[config.mk]
export PLATFORM = sky130hd
export DESIGN_NAME = scrambler_gen
export DESIGN_NICKNAME = d
export VERILOG_FILES = /design/src/rtl/scrambler_gen.sv
export SDC_FILE = /design/constraint.sdc
export NUM_CORES = 1
export LEC_CHECK = 0
export CORE_ASPECT_RATIO = 0.8
export CORE_MARGIN = 2
export CORE_UTILIZATION = 53
export CTS_CLUSTER_DIAMETER = 80
export CTS_CLUSTER_SIZE = 8
export DETAILED_ROUTE_END_ITERATION = 12
export PLACE_DENSITY = 0.84
export SLEW_MARGIN = 20
export SYNTH_ARGS = -nofsm -noshare
export SYNTH_HDL_FRONTEND = slang
export SYNTH_SLANG_ARGS = --single-unit
export TNS_END_PERCENT = 20
[constraint.sdc]
create_clock -name clk -period 4.85 [get_ports clk]
set_input_delay 0.97 -clock clk [delete_from_list [all_inputs] [get_ports clk]]
set_output_delay 0.97 -clock clk [all_outputs]
set_load 0.01 [all_outputs]
[src/rtl/scrambler_gen.sv]
// -----------------------------------------------------------------------------
// scrambler_gen
//   Parametrised 10GBASE-R self-synchronous scrambler / descrambler using the
//   polynomial G(x) = 1 + x^39 + x^58. One payload beat is processed per clock
//   behind a single valid/ready output register stage. The sync header travels
//   alongside the payload untouched.
//
//   Optional feature macro: SCR_TEST_PATTERN_EN
//     When defined, the test_en port exists. test_en=1 forces all-zero payload
//     and scramble mode internally, which produces the pseudo-random test
//     pattern. When undefined, there is no test_en port and no extra logic.
//
// Ports
//   clk         in   clock
//   rst         in   asynchronous reset, active-low
//   mode        in   0 = scramble, 1 = descramble (sampled per accepted beat)
//   seed_load   in   pulse: load seed_value into the LFSR (blocks input that cycle)
//   seed_value  in   58-bit LFSR seed
//   in_data     in   payload, bit 0 first on the wire
//   in_hdr      in   sync header, passed through
//   in_valid    in   input beat valid
//   in_ready    out  input beat accepted when in_valid & in_ready
//   out_data    out  (de)scrambled payload
//   out_hdr     out  header aligned with out_data
//   out_valid   out  output beat valid
//   out_ready   in   downstream accepts when out_valid & out_ready
//   test_en     in   (SCR_TEST_PATTERN_EN only) force test-pattern generation
// -----------------------------------------------------------------------------
module scrambler_gen #(
  parameter int          DATA_WIDTH = 64,
  parameter int          HDR_WIDTH  = 2,
  parameter logic [57:0] RESET_SEED = 58'h3FF_FFFF_FFFF_FFFF
) (
  input  logic                  clk,
  input  logic                  rst,
  input  logic                  mode,
  input  logic                  seed_load,
  input  logic [57:0]           seed_value,
  input  logic [DATA_WIDTH-1:0] in_data,
  input  logic [HDR_WIDTH-1:0]  in_hdr,
  input  logic                  in_valid,
  output logic                  in_ready,
  output logic [DATA_WIDTH-1:0] out_data,
  output logic [HDR_WIDTH-1:0]  out_hdr,
  output logic                  out_valid,
  input  logic                  out_ready
`ifdef SCR_TEST_PATTERN_EN
  ,
  input  logic                  test_en
`endif
);

  // Unrolled bit-serial recurrence. S[0] is the newest bit; each payload bit
  // is combined with taps S[38] and S[57], then the feedback bit (scrambled
  // bit when scrambling, received bit when descrambling) is shifted in.
  // Returns {next_state, payload_out}.
  function automatic logic [57+DATA_WIDTH:0] scramble_beat(
    input logic [57:0]           state,
    input logic [DATA_WIDTH-1:0] d,
    input logic                  descr
  );
    logic [57:0]           s;
    logic [DATA_WIDTH-1:0] o;
    s = state;
    o = '0;
    for (int i = 0; i < DATA_WIDTH; i++) begin
      o[i] = d[i] ^ s[38] ^ s[57];
      s    = {s[56:0], (descr ? d[i] : o[i])};
    end
    return {s, o};
  endfunction

  logic [57:0]           lfsr;
  logic [57:0]           lfsr_next;
  logic [DATA_WIDTH-1:0] beat_out;
  logic [DATA_WIDTH-1:0] eff_data;
  logic                  eff_mode;
  logic                  accept;

  // Select the payload and mode actually fed to the scrambler core.
  always_comb begin
    eff_data = in_data;
    eff_mode = mode;
`ifdef SCR_TEST_PATTERN_EN
    if (test_en) begin
      eff_data = '0;
      eff_mode = 1'b0;
    end else begin
      eff_data = in_data;
      eff_mode = mode;
    end
`endif
  end

  // Scramble the current beat and compute the LFSR state that follows it.
  always_comb begin
    lfsr_next = lfsr;
    beat_out  = '0;
    {lfsr_next, beat_out} = scramble_beat(lfsr, eff_data, eff_mode);
  end

  // Handshake: accept when the output slot is free or being drained; a seed
  // load steals the cycle so the new seed applies cleanly to the next beat.
  always_comb begin
    in_ready = rst & ~seed_load & (~out_valid | out_ready);
    accept   = in_valid & in_ready;
  end

  // LFSR and output register stage.
  always_ff @(posedge clk or negedge rst) begin
    if (!rst) begin
      lfsr      <= RESET_SEED;
      out_data  <= '0;
      out_hdr   <= '0;
      out_valid <= 1'b0;
    end else begin
      if (seed_load) begin
        lfsr <= seed_value;
      end else if (accept) begin
        lfsr <= lfsr_next;
      end else begin
        lfsr <= lfsr;
      end

      if (accept) begin
        out_data  <= beat_out;
        out_hdr   <= in_hdr;
        out_valid <= 1'b1;
      end else if (out_ready) begin
        out_valid <= 1'b0;
      end else begin
        // Backpressure: hold the registered beat until it is taken.
        out_valid <= out_valid;
      end
    end
  end

endmodule
==> metrics <==
outcome=complete, no violations; commonest non-fill, non-tap cell in the layout=clkdlybuf4s50_1; CP required=3.88 ns; fmax=309 MHz; Root Driver=clkbuf_16; critical path type=primary input to output port; core box area=roughly 14,000 um2; beginning of the critical path=out_ready; layout cells sized above 1=a little over an eighth; Slew headroom=24.6%; WP buf/inv=2; Hold Path Class=primary input to async pin; Detailed Routing Iterations Pass 1=7; Syn-to-layout area delta=34.5%; combinational group share of total power=33.0%; CTS Sinks=125; sequential-to-total area share from yosys stat=a little over two fifths; Worst Setup End Kind=output port; Via density=between 5 and 6; Tcrit/Tclk final=around 67%; FF-to-FF Start=out_valid; post_cts resized=0; Tightest Pin Transition=1.13 ns; peak supply drop=0.279 mV; slowest CP cell=clkdlybuf4s50_1; gr ovfl total=0; Synth Area per Inst=approximately 10 um2; Die X=~140 um; Switching Power=between 0.001 and 0.0015 W; drt wl/cell=20.5 um; fin nets=1,051; vias=6,581; max-cap violations=0; asr flop ratio synth=100%; Power Internal=0.00287 W; Static Leak=4.13 nW; Post-Route Skew=0.00781 ns; antenna violations before repair=0; Hold Violations, Final=0; CP Max Fanout=4; Initial Util=a little over half; CP arrival=2.27 ns; vias in the first global route=between 6k and 7k; CTS max path bufs=2; crit-path cells=clkdlybuf4s50_1 > nand2b_1 > and3b_1 > clkdlybuf4s50_1; total die area=15,200 um2; synthesized area=7520 um2; post-synth net total=879; clock buffer count from CTS=17; Yosys cell types=41; commonest register cell after synthesis=dfrtp_1; sequential power share=35.5%; first-pass GRT wire length=34,900 um; Cell Rows=38; CP delay by family, top=buffers and inverters; CTS clk-pin slew, worst paths=0.06 ns; Ant. Diodes=0; number of synthesized flops with an enable pin=0; CTS tree=yes; hold_ws=0.356 ns; DRC Markers=0; YS warnings=0; IO buf count=a little under 200; cts hold-fix bufs=0; CP Launch Type=primary input; Initial DRC Count=618; post-synthesis register bit count=125; htree depth=4; Clock Latency Late Sink=0.42 ns; post-CTS setup buffer count=0; unrepaired setup endpoints after global routing=no; largest net degree at the start of global routing=198; GP Congestion=0.878; Slew Viols, Final=0; Synth Instances=between 700 and 800; max incr delay on CP=0.53 ns; power per cell area=418 nW/um2; Tmin final=3.24 ns; switching fraction of total power=32.1%; num ports=198; Post-DRT Antenna Nets=0; Setup-failing EPs final=0; most frequent cells in the layout=clkdlybuf4s50_1, nand2_1, o21ai_0; die height=111 um; Clk pwr share=about a third; Most common cell on crit path=clkdlybuf4s50_1; Routed WL=22,800 um; Detailed Place HPWL=16,000 um; All-Layer GR Usage=30.4%; final setup TNS=0 ns
[power by group through the flow]
stage / Combinational, W / Sequential (W) / Clock [W]
after floorplan: 0.000648 / 0.00154 / 0
after global placement: 0.00135 / 0.00150 / 0
after detailed placement: 0.00138 / 0.00151 / 0
after CTS: 0.00139 / 0.00150 / 0.00134
after global routing: 0.00151 / 0.00152 / 0.00139
final: 0.00139 / 0.00150 / 0.00133
[sequential cells by signal, summed over array words and instances, names as in the netlist]
name       count
out_data      64
lfsr          58
out_valid      1
out_hdr        2
[cell families (layout without fill, tap and decap cells)]
logic type | after synthesis | in the layout | synth area share [%]
AOI/OAI and AO/OA | 192 | 192 | 17.1
xor gates and xnor gates | 149 | 149 | 21.2
buffers and inverters | 49 | 234 | 3.51
DFF | 125 | 125 | 42.6
muxes | 11 | 11 | 1.46
and+or+nand+nor | 223 | 223 | 14.2
[through the flow]
step                      utilization [%]  instance area (um2)  setup WS [ns]  cells  power [W]
after floorplan                         -                 7520           2.23    749    0.00218
after global placement               69.3                 9500           1.64   1082    0.00285
after detailed placement             69.3                 9500           1.62   1082    0.00288
after CTS                            73.9                10100           1.61   1114    0.00423
after global routing                 73.9                10100           1.56   1114    0.00442
final                                73.9                10100           1.61   1114    0.00423
[worst register-to-register path: stages (launching register included)]
cell and delay (ns):
dfrtp_1 0.37, nand2b_1 0.13, and4b_2 0.61, buf_4 0.45, a32o_1 0.23, a21oi_1 0.05, o31ai_1 0.10
[final timing paths]
kind / slack, ns / depth (start not counted) / to
worst max-delay path: 1.61 / 4 / in_ready
worst min-delay path: 0.36 / 1 / out_valid
worst max register to register: 2.81 / 6 / lfsr[1]
worst min register to register: 0.48 / 2 / out_data[26]
max in group asynchronous: 2.69 / 3 / out_data[6]
min in group clk: 0.48 / 2 / out_data[26]
[metal layers]
layer  wire length [um]  up-vias  GRT usage [%]  share of wire (%)
met2              10200      351           44.5                 45
met3               2310       36           8.26                 10
li1                   -     3009              -                  -
met1               9840     3185           44.0                 43
met4                425        0           9.28                1.9
met5                  0        -              0                  0
[cell usage after synthesis (all sizes together) (12+ instances only)]
cell type    n  share of area [%]
dfstp       58                 20
a21oi       12               0.80
nor3        13                1.0
xnor2       58                6.8
xnor3       21                6.3
a22oi       21                2.1
clkbuf      31                1.8
o21ai       86                5.7
o211ai      25                2.5
buf         18                1.7
xor2        70                8.2
dfrtp       67                 22
nand3       23                1.5
or4         19                1.9
nand2      119                5.9
o221ai      16                1.9
nor2        36                2.3
[cell type report]
type / count / area, um2
Clock buffer: 20 / 457
Clock inverter: 12 / 163
Fill cell: 1027 / 3580
Multi-Input combinational cell: 575 / 4060
Sequential cell: 125 / 3200
Tap cell: 180 / 225
Timing Repair Buffer: 202 / 2010
Power figures use the tool's default switching activity.
